[src/rtl/io_sel_sequencer.sv]
// Shared-pin select controller: register-programmed, applies pin-function changes
// by forcing affected pins high-Z around the select update.
module io_sel_sequencer #(
    parameter int unsigned                    NO_OF_SHARED_PINS = 15,
    parameter int unsigned                    GUARD_CYCLES      = 4,
    parameter logic [NO_OF_SHARED_PINS-1:0]   RESET_SEL         = '0
) (
    input  logic                         clk,
    input  logic                         rst_n,
    input  logic                         reg_we,
    input  logic                         reg_re,
    input  logic [3:0]                   reg_addr,
    input  logic [31:0]                  reg_wdata,
    output logic [31:0]                  reg_rdata,
    output logic                         reg_ack,
    output logic [NO_OF_SHARED_PINS-1:0] io_sel,
    output logic [NO_OF_SHARED_PINS-1:0] force_hiz,
    output logic                         busy,
    output logic                         done
);

    localparam int unsigned G  = (GUARD_CYCLES == 0) ? 1 : GUARD_CYCLES;
    localparam int unsigned CW = $clog2(G + 1);
    localparam logic [CW-1:0] CNT_LAST = CW'(G - 1);

    localparam logic [3:0] ADDR_PENDING = 4'h0;
    localparam logic [3:0] ADDR_ACTIVE  = 4'h4;
    localparam logic [3:0] ADDR_CTRL    = 4'h8;
    localparam logic [3:0] ADDR_STATUS  = 4'hC;

    typedef enum logic [2:0] {
        ST_IDLE,
        ST_HIZ,
        ST_SWITCH,
        ST_SETTLE,
        ST_DONE
    } state_t;

    localparam int unsigned N = NO_OF_SHARED_PINS;

    state_t         state_q, state_d;
    logic [CW-1:0]  cnt_q, cnt_d;
    logic [N-1:0]   snap_q, snap_d;
    logic [N-1:0]   diff_q, diff_d;
    logic [N-1:0]   io_sel_q, io_sel_d;
    logic [N-1:0]   pending_q, pending_d;
    logic [N-1:0]   force_hiz_q, force_hiz_d;
    logic           lock_q, lock_d;
    logic           apply_err_q, apply_err_d;
    logic           busy_q, busy_d;
    logic           done_q, done_d;
    logic           ack_q, ack_d;
    logic [31:0]    rdata_q, rdata_d;
    logic [31:0]    rd_val;

    logic pending_wr, ctrl_wr, status_wr, apply_req, in_seq_d;
    logic unused_wdata;

    assign unused_wdata = ^reg_wdata[31:N];

    assign pending_wr = reg_we && (reg_addr == ADDR_PENDING);
    assign ctrl_wr    = reg_we && (reg_addr == ADDR_CTRL);
    assign status_wr  = reg_we && (reg_addr == ADDR_STATUS);
    // Lock gates APPLY using its value before this write, so LOCK|APPLY in one write still applies.
    assign apply_req  = ctrl_wr && reg_wdata[0] && !lock_q;

    // Register file: reads always see pre-write state, which gives the we+re ordering for free.
    always_comb begin
        rd_val = '0;
        case (reg_addr)
            ADDR_PENDING: rd_val[N-1:0] = pending_q;
            ADDR_ACTIVE:  rd_val[N-1:0] = io_sel_q;
            ADDR_CTRL:    rd_val[1]     = lock_q;
            ADDR_STATUS:  rd_val[2:0]   = {lock_q, apply_err_q, busy_q};
            default:      rd_val        = '0;
        endcase
    end

    always_comb begin
        // NOTE: every combinational output gets a default first so no path can infer a latch.
        state_d     = state_q;
        cnt_d       = cnt_q;
        snap_d      = snap_q;
        diff_d      = diff_q;
        io_sel_d    = io_sel_q;
        pending_d   = pending_q;
        lock_d      = lock_q | (ctrl_wr & reg_wdata[1]);
        apply_err_d = apply_err_q;
        ack_d       = reg_we | reg_re;
        rdata_d     = reg_re ? rd_val : '0;

        if (pending_wr && !lock_q) begin
            pending_d = reg_wdata[N-1:0];
        end
        if (status_wr && reg_wdata[1]) begin
            apply_err_d = 1'b0;
        end

        unique case (state_q)
            ST_IDLE: begin
                if (apply_req) begin
                    snap_d = pending_q;
                    diff_d = pending_q ^ io_sel_q;
                    cnt_d  = '0;
                    state_d = (|diff_d) ? ST_HIZ : ST_DONE;
                end
            end
            ST_HIZ: begin
                if (cnt_q == CNT_LAST) begin
                    state_d = ST_SWITCH;
                end else begin
                    cnt_d = cnt_q + CW'(1);
                end
            end
            ST_SWITCH: begin
                io_sel_d = snap_q;
                cnt_d    = '0;
                state_d  = ST_SETTLE;
            end
            ST_SETTLE: begin
                if (cnt_q == CNT_LAST) begin
                    state_d = ST_DONE;
                end else begin
                    cnt_d = cnt_q + CW'(1);
                end
            end
            ST_DONE:  state_d = ST_IDLE;
            default:  state_d = ST_IDLE;
        endcase

        // Placed after the W1C so a coincident new error wins.
        if (apply_req && (state_q != ST_IDLE)) begin
            apply_err_d = 1'b1;
        end

        // Pin-facing outputs are registered from the next state so they never glitch.
        in_seq_d    = (state_d == ST_HIZ) || (state_d == ST_SWITCH) || (state_d == ST_SETTLE);
        force_hiz_d = in_seq_d ? diff_d : '0;
        busy_d      = in_seq_d;
        done_d      = (state_d == ST_DONE);
    end

    // NOTE: sequential state uses non-blocking assignments so all registers update from pre-edge values.
    // NOTE: every register here is control state with a defined reset value; there is no memory array.
    always_ff @(posedge clk or negedge rst_n) begin
        if (!rst_n) begin
            state_q     <= ST_IDLE;
            cnt_q       <= '0;
            snap_q      <= RESET_SEL;
            diff_q      <= '0;
            io_sel_q    <= RESET_SEL;
            pending_q   <= RESET_SEL;
            force_hiz_q <= '0;
            lock_q      <= 1'b0;
            apply_err_q <= 1'b0;
            busy_q      <= 1'b0;
            done_q      <= 1'b0;
            ack_q       <= 1'b0;
            rdata_q     <= '0;
        end else begin
            state_q     <= state_d;
            cnt_q       <= cnt_d;
            snap_q      <= snap_d;
            diff_q      <= diff_d;
            io_sel_q    <= io_sel_d;
            pending_q   <= pending_d;
            force_hiz_q <= force_hiz_d;
            lock_q      <= lock_d;
            apply_err_q <= apply_err_d;
            busy_q      <= busy_d;
            done_q      <= done_d;
            ack_q       <= ack_d;
            rdata_q     <= rdata_d;
        end
    end

    assign io_sel    = io_sel_q;
    assign force_hiz = force_hiz_q;
    assign busy      = busy_q;
    assign done      = done_q;
    assign reg_ack   = ack_q;
    assign reg_rdata = rdata_q;

endmodule
[config.mk]
export PLATFORM = sky130hd
export DESIGN_NAME = io_sel_sequencer
export DESIGN_NICKNAME = d
export VERILOG_FILES = /design/src/rtl/io_sel_sequencer.sv
export SDC_FILE = /design/constraint.sdc
export NUM_CORES = 1
export LEC_CHECK = 0
export BUFFER_PORTS_ARGS = -buffer_cell sky130_fd_sc_hd__buf_2
export CORE_MARGIN = 5
export CORE_UTILIZATION = 35
export DETAILED_ROUTE_END_ITERATION = 10
export HOLD_SLACK_MARGIN = 0.06
export RECOVER_POWER = 100
export SYNTH_ARGS = -nofsm -noshare
export SYNTH_HDL_FRONTEND = slang
export SYNTH_SLANG_ARGS = --single-unit
[constraint.sdc]
create_clock -name clk -period 2.5 [get_ports clk]
set_clock_uncertainty 0.15 [all_clocks]
set_input_delay 0.375 -clock clk [delete_from_list [all_inputs] [get_ports clk]]
set_output_delay 0.375 -clock clk [all_outputs]
set_load 0.02 [all_outputs]
==> Word-level counts from Yosys, hierarchy flattened <==
Cells that the tools add are included.
{ "classes": {"n_addsub": 1, "n_eq_ne": 13, "muxes": 18, "bitwise_logic": 4, "reduce_logical": 20} }
{ "ops": {"columns": ["cell", "n"], "rows": [
  ["$mux W15", 4],
  ["$pmux W12 S2", 1],
  ["$mux W3", 6],
  ["$eq A3 B2 Y1 const B", 5],
  ["$reduce_or A15 Y1", 1],
  ["$xor A15 B15 Y15", 1],
  ["$pmux W3 S4", 1],
  ["$pmux W3 S3", 1],
  ["$eq A4 B4 Y1 const B", 2],
  ["$logic_and A1 B1 Y1", 8],
  ["$eq A3 B1 Y1 const B", 2],
  ["$pmux W1 S3", 2],
  ["$reduce_bool A3 Y1", 2],
  ["$eq A4 B3 Y1 const B", 1],
  ["$logic_not A4 Y1", 1],
  ["$ne A2 B2 Y1 const B", 2],
  ["$pmux W1 S4", 1],
  ["$add A3 B1 Y3 const B", 1],
  ["$eq A3 B3 Y1 const B", 1],
  ["$logic_not A3 Y1", 1],
  ["$reduce_and A3 Y1", 1],
  ["$logic_or A1 B1 Y1", 2],
  ["$mux W1", 2],
  ["$or A1 B1 Y1", 2],
  ["5 further kinds", 5]
]} }
{ "totals": {"ff_bits": 101, "input_bits": 40, "output_inout_bits": 65, "elab_cells": 69} }

==> Depth between registers and ports, before layout <==
Gate-level depths: netlist (run 1).
{ "depth": {"depth_word": 10, "mapped_depth": 7, "mapped_depth_nobuf": 6} }

==> Least setup slack after synthesis (run 1) <==
OpenSTA, ideal clock, no wires.
{ "synth_timing": {"path_kind": "register to register", "from": "register cnt_q[0]", "to": "register busy_q, in the netlist busy", "setup_ns": 0.078, "arrival_time_ns": 1.639, "required_ns": 2.272, "slack_ns": 0.633, "path_stages_with_launch": 7, "period_less_slack_ns": 1.867, "cell_sequence": "dfrtp_1 > ha_1 > ha_1 > nand3_1 > nor3b_2 > clkbuf_1 > o21bai_1"} }
{ "synth_via": {"elab_chain_len": 6, "word_cells_on_any_way": 9} }
{ "synth_rtl": {"columns": ["element", "line", "rtl"], "rows": [
  ["start, declared", "42", "logic [CW-1:0] cnt_q, cnt_d;"],
  ["start signal, assigned", "162", "cnt_q <= cnt_d;"],
  ["$eq A3 B2 Y1 *", "109, 121", null],
  ["$mux W3 (on tied branches)", "121, 109", null],
  ["$pmux W3 S4 *", "99", "unique case (state_q)"],
  ["$eq A3 B1 Y1 or $eq A3 B2 Y1 (tied branches)", "137", "in_seq_d = (state_d == ST_HIZ) || (state_d == ST_SWITCH) || (state_d == ST_SETTLE);"],
  ["$logic_or A1 B1 Y1", "137", null],
  ["$logic_or A1 B1 Y1 *", "137", null],
  ["net busy_d", "50", "logic busy_q, busy_d;"],
  ["end signal, assigned", "170", "busy_q <= busy_d;"],
  ["end, declared", "50", null]
]} }
Mark *: on every way through the listed nets, which the timed path passes. The rest lies on a longest branch.
A chain may end at the register's enable or synchronous reset.

==> Final worst setup path (run 1) <==
{ "layout_timing": {"from": "register lock_q", "to": "register snap_q[1]"} }
{ "layout_via": {"elab_chain_len": 3} }
{ "layout_rtl": {"columns": ["element", "line", "rtl"], "rows": [
  ["start, declared", "48", "logic lock_q, lock_d;"],
  ["start signal, assigned", "168", "lock_q <= lock_d;"],
  ["$logic_not A1 Y1", "65", "assign apply_req = ctrl_wr && reg_wdata[0] && !lock_q;"],
  ["$logic_and A1 B1 Y1", "65", null],
  ["$reduce_and A2 Y1 (no source line)", null, null],
  ["end signal, assigned", "163", "snap_q <= snap_d;"],
  ["end, declared", "43", "logic [N-1:0] snap_q, snap_d;"]
]} }
No other way between the ends.

==> impl_metrics.tcl, run 1 <==
set metrics [dict create \
    cts_htree_levels 3 \
    num_io_pins 105 \
    synth-compound-area-share_pct 7.89 \
    diodes 0 \
    die_y_um 120 \
    synth_xor_area_share_pct 3.28 \
    setup.worst_path.class "reg2reg" \
    dp_hpwl_um 6550 \
    setup.worst_path.end_class "flip-flop" \
    period_minus_slack_ns 2.11 \
    drt_iter0_markers 74 \
    synth_commonest_cells "dfrtp_1, mux2_2, nand2_1, o21ai_0, buf_4" \
    root_buffer "clkbuf_16" \
    dr.pass1.iters 4 \
    syn_area_um2 4270 \
    reg2reg_slack_ns 0.39 \
    drc_errors 0 \
    slew_viol_final 0 \
    cts_buffer_depth 2 \
    worst_pin_slew_ns 1.12 \
    crit_end "snap_q[1]$_DFFE_PN0P_" \
    fin_crit_sh_pct 84.4 \
    synthMostInstantiatedCell "dfrtp_1" \
    ir_drop_mv 0.365 \
    critPathRequiredTime_ns 2.58 \
    ys_types 37 \
    synth-simple-area-share_pct 9.73 \
    synth.area.mux_share_pct 14.0 \
    ys_seq_area_share_pct 59.2 \
    r2r_cells 4 \
    crit_arrival_ns 2.19 \
    clk_pin_slew_ns 0.07 \
    async_flop_share_pct 100 \
    synth_largest_area_cell "dfrtp_1" \
    hold_violations 0 \
    p_leak_uw 0.00224 \
    vias_per_cell 4.77 \
    synth.area.top_cells "dfrtp_1, mux2_2, o21ai_0, mux2_4, buf_4" \
    status "finished, final reports clean" \
    drt.antenna.violating_nets 0 \
    wl_per_cell_um 16.0 \
    clock-sinks 101 \
    start_util_pct 35.7 \
    grt_max_degree 46 \
    track_usage_pct 13.1 \
    core_um2 12000 \
    crit_start "lock_q$_DFF_PN0_" \
    power_density_nw_per_um2 971 \
    gr-total-overflow 0 \
    synth_seq_cells 101 \
    hp-class "in2reg" \
    max_clock_freq_mhz 474 \
    place.gp.congestion 0.795 \
    antenna_found_initial 0 \
    portBuffers 70 \
    via_count 2693 \
    syn_avg_cell_area_um2 12.7 \
    postPlaceCellArea_um2 4760 \
    cp_max_fo 45 \
    yosysWarnings 0 \
    die_w_um 120 \
    rsz0062_at_grt "false" \
    layout-drive-gt1-share_pct 19.6 \
    rows 40 \
    synth_flop_cell "dfrtp_1" \
    synthCells 336 \
    clk_latency_ns 0.35 \
    grt_pass1_wl_um 14800 \
    setup_viol 0 \
    drv_cap 0 \
    cts_resized 0 \
    nets 455 \
    grt_pass1_vias 2813 \
    cts_tree "yes" \
    numCtsBuffers 9 \
    regToRegStartpoint "lock_q$_DFF_PN0_" \
    start_kind "flip-flop" \
    area_growth_syn_to_layout_pct 15.4 \
    slew_headroom_pct 25.4 \
    synth_top_family_by_area "multiplexers" \
    fin_tns_setup_ns 0 \
    die_area_um2 14500 \
    synth-adder-area-share_pct 0.586 \
    drt-total-wl_um 9030 \
    reg2reg_to "snap_q[1]$_DFFE_PN0P_" \
    synth_edf_count 0 \
    stdcell_area_um2 4930 \
    synth_top_area_share_pct 59.2 \
]
## what timing repair did
item	CTS	global route
buffers inserted	0	0
hold endpoints to repair	42	0
hold buffers	1	0
## logic make-up (layout without fill, tap and decap cells)
kind of cell,count (synthesis),in the layout
muxes,50,50
adders and majority gates,2,2
xor gates and xnor gates,16,16
buffers and inverters,36,102
DFF,101,101
other,1,17
and+or+nand+nor,73,73
AOI/OAI and AO/OA,57,57
## worst min-delay path by stage
stage / startpoint / end / slack (ns) / cells after the start
after floorplan: rst_n / apply_err_q$_DFFE_PN0P_ / -0.07 / 0
after global placement: rst_n / reg_rdata[2]$_DFF_PN0_ / 0.26 / 1
after detailed placement: rst_n / reg_rdata[2]$_DFF_PN0_ / 0.27 / 1
after CTS: reg_wdata[10] / pending_q[10]$_DFFE_PN0P_ / 0.1 / 2
after global routing: reg_wdata[12] / pending_q[12]$_DFFE_PN0P_ / 0.09 / 2
final: reg_wdata[6] / pending_q[6]$_DFFE_PN0P_ / 0.09 / 2
## cell type report
cell class | instances | area (µm²)
Sequential cell | 101 | 2530
Multi-Input combinational cell | 215 | 1520
Fill cell | 1147 | 7040
Clock buffer | 9 | 225
Timing Repair Buffer | 82 | 380
Inverter | 4 | 15.0
Clock inverter | 7 | 72.6
Tap cell | 147 | 184
## state kept, by name (all words and copies together) (netlist names), 3 cells and up
register / cells
cnt_q: 3
force_hiz: 15
state_q: 3
diff_q: 15
pending_q: 15
reg_rdata: 15
io_sel: 15
snap_q: 15
## worst max-delay path: stages, from the launching register on
cell and delay, ns:
dfrtp_1 0.43, nor3b_1 0.42, nand4_4 0.37, buf_12 0.30
mux2_1 0.32
## power by group
part	internal (µW)	switching (µW)
Sequential	1930	277
Clock	779	607
Combinational	477	718
## cells in the final DEF (no fill, tap or decap), types with 3 or more instances in the layout
| cell type | n |
|---|---|
| mux2i_1 | 4 |
| mux2_2 | 35 |
| clkbuf_2 | 3 |
| xnor2_1 | 15 |
| buf_2 | 18 |
| o21ai_0 | 32 |
| nor3b_1 | 4 |
| dfrtp_1 | 101 |
| conb_1 | 17 |
| nand4_1 | 3 |
| nand2_1 | 32 |
| nand3_1 | 4 |
| a21oi_1 | 5 |
| a22oi_1 | 12 |
| mux2_1 | 10 |
| clkbuf_16 | 9 |
| inv_1 | 4 |
| clkbuf_1 | 56 |
| nor2_1 | 9 |
| nor2b_1 | 12 |
| o22ai_1 | 3 |
## per-stage QoR
step | util, % | hold WS (ns) | power [µW] | setup WS, ns | std cells
after floorplan | - | -0.0706 | 3060 | 0.633 | 352
after global placement | 39.8 | 0.258 | 3480 | 0.427 | 548
after detailed placement | 39.8 | 0.267 | 3530 | 0.382 | 548
after CTS | 42.4 | 0.0952 | 4930 | 0.418 | 565
after global routing | 41.2 | 0.0940 | 5070 | 0.255 | 565
final | 41.2 | 0.0859 | 4790 | 0.391 | 565
## routing by layer
layer	vias up	share of wire, %	GRT usage [%]	wire length (µm)
met5	-	0	0	0
met4	0	2.3	5.88	205
met3	14	4.5	3.37	409
met2	59	47	19.8	4210
met1	1340	47	17.6	4200
li1	1280	-	-	-
No activity file was read; power rests on OpenSTA's default activity.
==> inputs of run 2 (changes only) <==
- ABC_AREA: not set -> 1
- clock period: 2.5 -> 2.1 ns (I/O delays scaled with it)
==> impl_metrics.tcl, run 2 <==
set metrics [dict create \
    area_growth_syn_to_layout_pct 18.6 \
    clkPwrFrac_pct 48.0 \
    grt_pass1_wl_um 16800 \
    antenna_found_initial 0 \
    start_kind "input pin" \
    crit_arrival_ns 2.11 \
    cts_buffer_depth 2 \
    yosysWarnings 0 \
    hp-class "in2reg" \
    synth_largest_area_cell "dfrtp_1" \
    drc_errors 0 \
    critPathRequiredTime_ns 2.24 \
    wl_per_cell_um 13.6 \
    clk_pin_slew_ns 0.07 \
    worst_pin_slew_ns 0.854 \
    n_fill_cell 1216 \
    synth_seq_cells 101 \
    ys_seq_area_share_pct 58.3 \
    synthMostInstantiatedCell "nand2_1" \
    power_frac_comb_pct 3.8 \
    drt.antenna.violating_nets 0 \
    slew_viol_final 0 \
    post-place-cells 718 \
    nets 607 \
    setup_viol 0 \
    hold_violations 0 \
    gr-total-overflow 0 \
    cts_tree "yes" \
    setup.worst_path.class "in2reg" \
    place.gp.congestion 0.814 \
    synth_flop_cell "dfrtp_1" \
    pre_cts_ws_ns 0.0920 \
    syn_area_um2 4340 \
    multi_input_comb_area_um2 1350 \
    synthCells 489 \
    fin_crit_sh_pct 93.9 \
    status "finished, final reports clean" \
    grt_max_degree 45 \
    register_area_um2 2530 \
    layout-drive-gt1-share_pct 13.3 \
    synth.area.top_cells "dfrtp_1, nand2_1, inv_1, nor2_1, a21oi_1" \
    synth_edf_count 0 \
    start_util_pct 36.0 \
    layout_common_cells "nand2_1, dfrtp_1, inv_1, nor2_1, clkbuf_1" \
    final_cell_count_no_fill 738 \
    root_buffer "clkbuf_16" \
    fin_tns_setup_ns 0 \
    max_clock_freq_mhz 507 \
    dp_hpwl_um 7010 \
    drt_iter0_markers 233 \
    dr.pass1.iters 4 \
    stdcell_area_um2 5140 \
    switching_share_pct 20.8 \
    cts_htree_levels 3 \
    ys_types 33 \
    die_y_um 121 \
    synth_commonest_cells "nand2_1, dfrtp_1, inv_1" \
    rows 40 \
    synth_top_area_share_pct 58.3 \
    drv_cap 0 \
    clk_latency_ns 0.35 \
    die_area_um2 14700 \
    p_leak_uw 0.00271 \
    numCtsBuffers 9 \
    power_frac_seq_pct 48.1 \
    core_um2 12100 \
    period_minus_slack_ns 1.97 \
    via_count 3227 \
    power_density_nw_per_um2 792 \
    async_flop_share_pct 100 \
    fin_util_pct 42.7 \
    postPlaceCellArea_um2 4820 \
    die_w_um 121 \
    syn_avg_cell_area_um2 8.87 \
    cp_max_fo 19 \
    portBuffers 70 \
    ir_drop_mv 0.367 \
    grt_pass1_vias 3347 \
    drt-total-wl_um 10000 \
    intPower_uw 3230 \
    clock-sinks 101 \
    p_sw_uw 847 \
    slew_headroom_pct 43.1 \
    num_io_pins 105 \
    layout_commonest_cell "nand2_1" \
    track_usage_pct 14.5 \
    setup.worst_path.end_class "flip-flop" \
    vias_per_cell 4.37 \
    diodes 0 \
    fin_ws_ns 0.129 \
]
[run 2: cell count changes in the layout (fill, tap and decap cells not counted), moves of 10 or more]
cell	change
xnor2_1	-14
nor2_1	+41
nor2b_1	-12
inv_2	+12
mux2_1	-10
a21oi_1	+21
inv_1	+60
a22oi_1	-12
mux2_2	-34
nand2_2	+10
nand2_1	+95
o22ai_1	+10
[run 2: cell families after synthesis]
logic type / after synthesis / synth area share (%)
simple gates: 203 / 20.0
buf+inv: 110 / 11.9
flops: 101 / 58.3
compound gates: 70 / 8.77
fa+ha+maj: 2 / 0.577
other cells: 1 / 0.0865
xor+xnor: 1 / 0.202
mux: 1 / 0.260
[run 2: metal layers]
metal / track usage, % / wire length [µm] / vias up
met2: 23.8 / 4800 / 82
met5: 0 / 0 / -
met4: 5.32 / 227 / 0
li1: - / - / 1618
met3: 4.29 / 637 / 17
met1: 18.2 / 4330 / 1510
[run 2: worst max-delay path, stage by stage]
cell and delay (ns):
dlygate4sd3_1 0.52, buf_2 0.11, inv_1 0.06, nor2_2 0.18, nand3_4 0.11, nor2_4 0.14
buf_6 0.22, nand2_4 0.08, nand4_4 0.10, buf_12 0.16, nand2_1 0.06, inv_1 0.06
[run 2: repair_timing]
action                     in CTS  in global routing
hold buffers                    3                  0
hold endpoints to repair       33                  0
setup endpoints to repair       0                 16
setup buffers                   0                  1
gates resized for setup         0                  4
[run 2: layout make-up]
type / instances / area share (%)
clock inverters: 5 / 2.02
multi-input cells: 294 / 26.3
flip-flops and latches: 101 / 49.1
inverters: 77 / 5.67
repair buffers: 82 / 7.90
well taps: 168 / 4.09
clock buffers: 11 / 4.91
[run 2: per-stage QoR]
stage | hold slack [ns] | power [µW]
finish | 0.0660 | 4070
global route | 0.0681 | 4220
CTS | 0.0614 | 4130
detailed placement | 0.148 | 2160
global placement | 0.142 | 2160
floorplan | -0.131 | 2090
[run 2: power groups by stage]
stage | Sequential [µW] | Combinational (µW) | Clock (µW)
floorplan | 2010 | 83.5 | 0
global placement | 2000 | 159 | 0
detailed placement | 2000 | 162 | 0
CTS | 1960 | 167 | 2010
global route | 1960 | 178 | 2080
finish | 1960 | 155 | 1960
[run 2: path summary, 6_finish.rpt]
path                       depth (start not counted)                        end  slack [ns]                  from
max in group asynchronous                          3   pending_q[8]$_DFFE_PN0P_        0.31                 rst_n
setup / recovery                                  12     force_hiz[3]$_DFF_PN0_        0.13                reg_we
min in group asynchronous                          2       state_q[2]$_DFF_PN0_        0.46                 rst_n
hold reg to reg                                    2        diff_q[4]$_DFF_PN0_        0.33   diff_q[4]$_DFF_PN0_
hold / removal                                     3  pending_q[12]$_DFFE_PN0P_        0.07         reg_wdata[12]
setup reg to reg                                  10     force_hiz[3]$_DFF_PN0_        0.23  cnt_q[0]$_DFFE_PN0P_
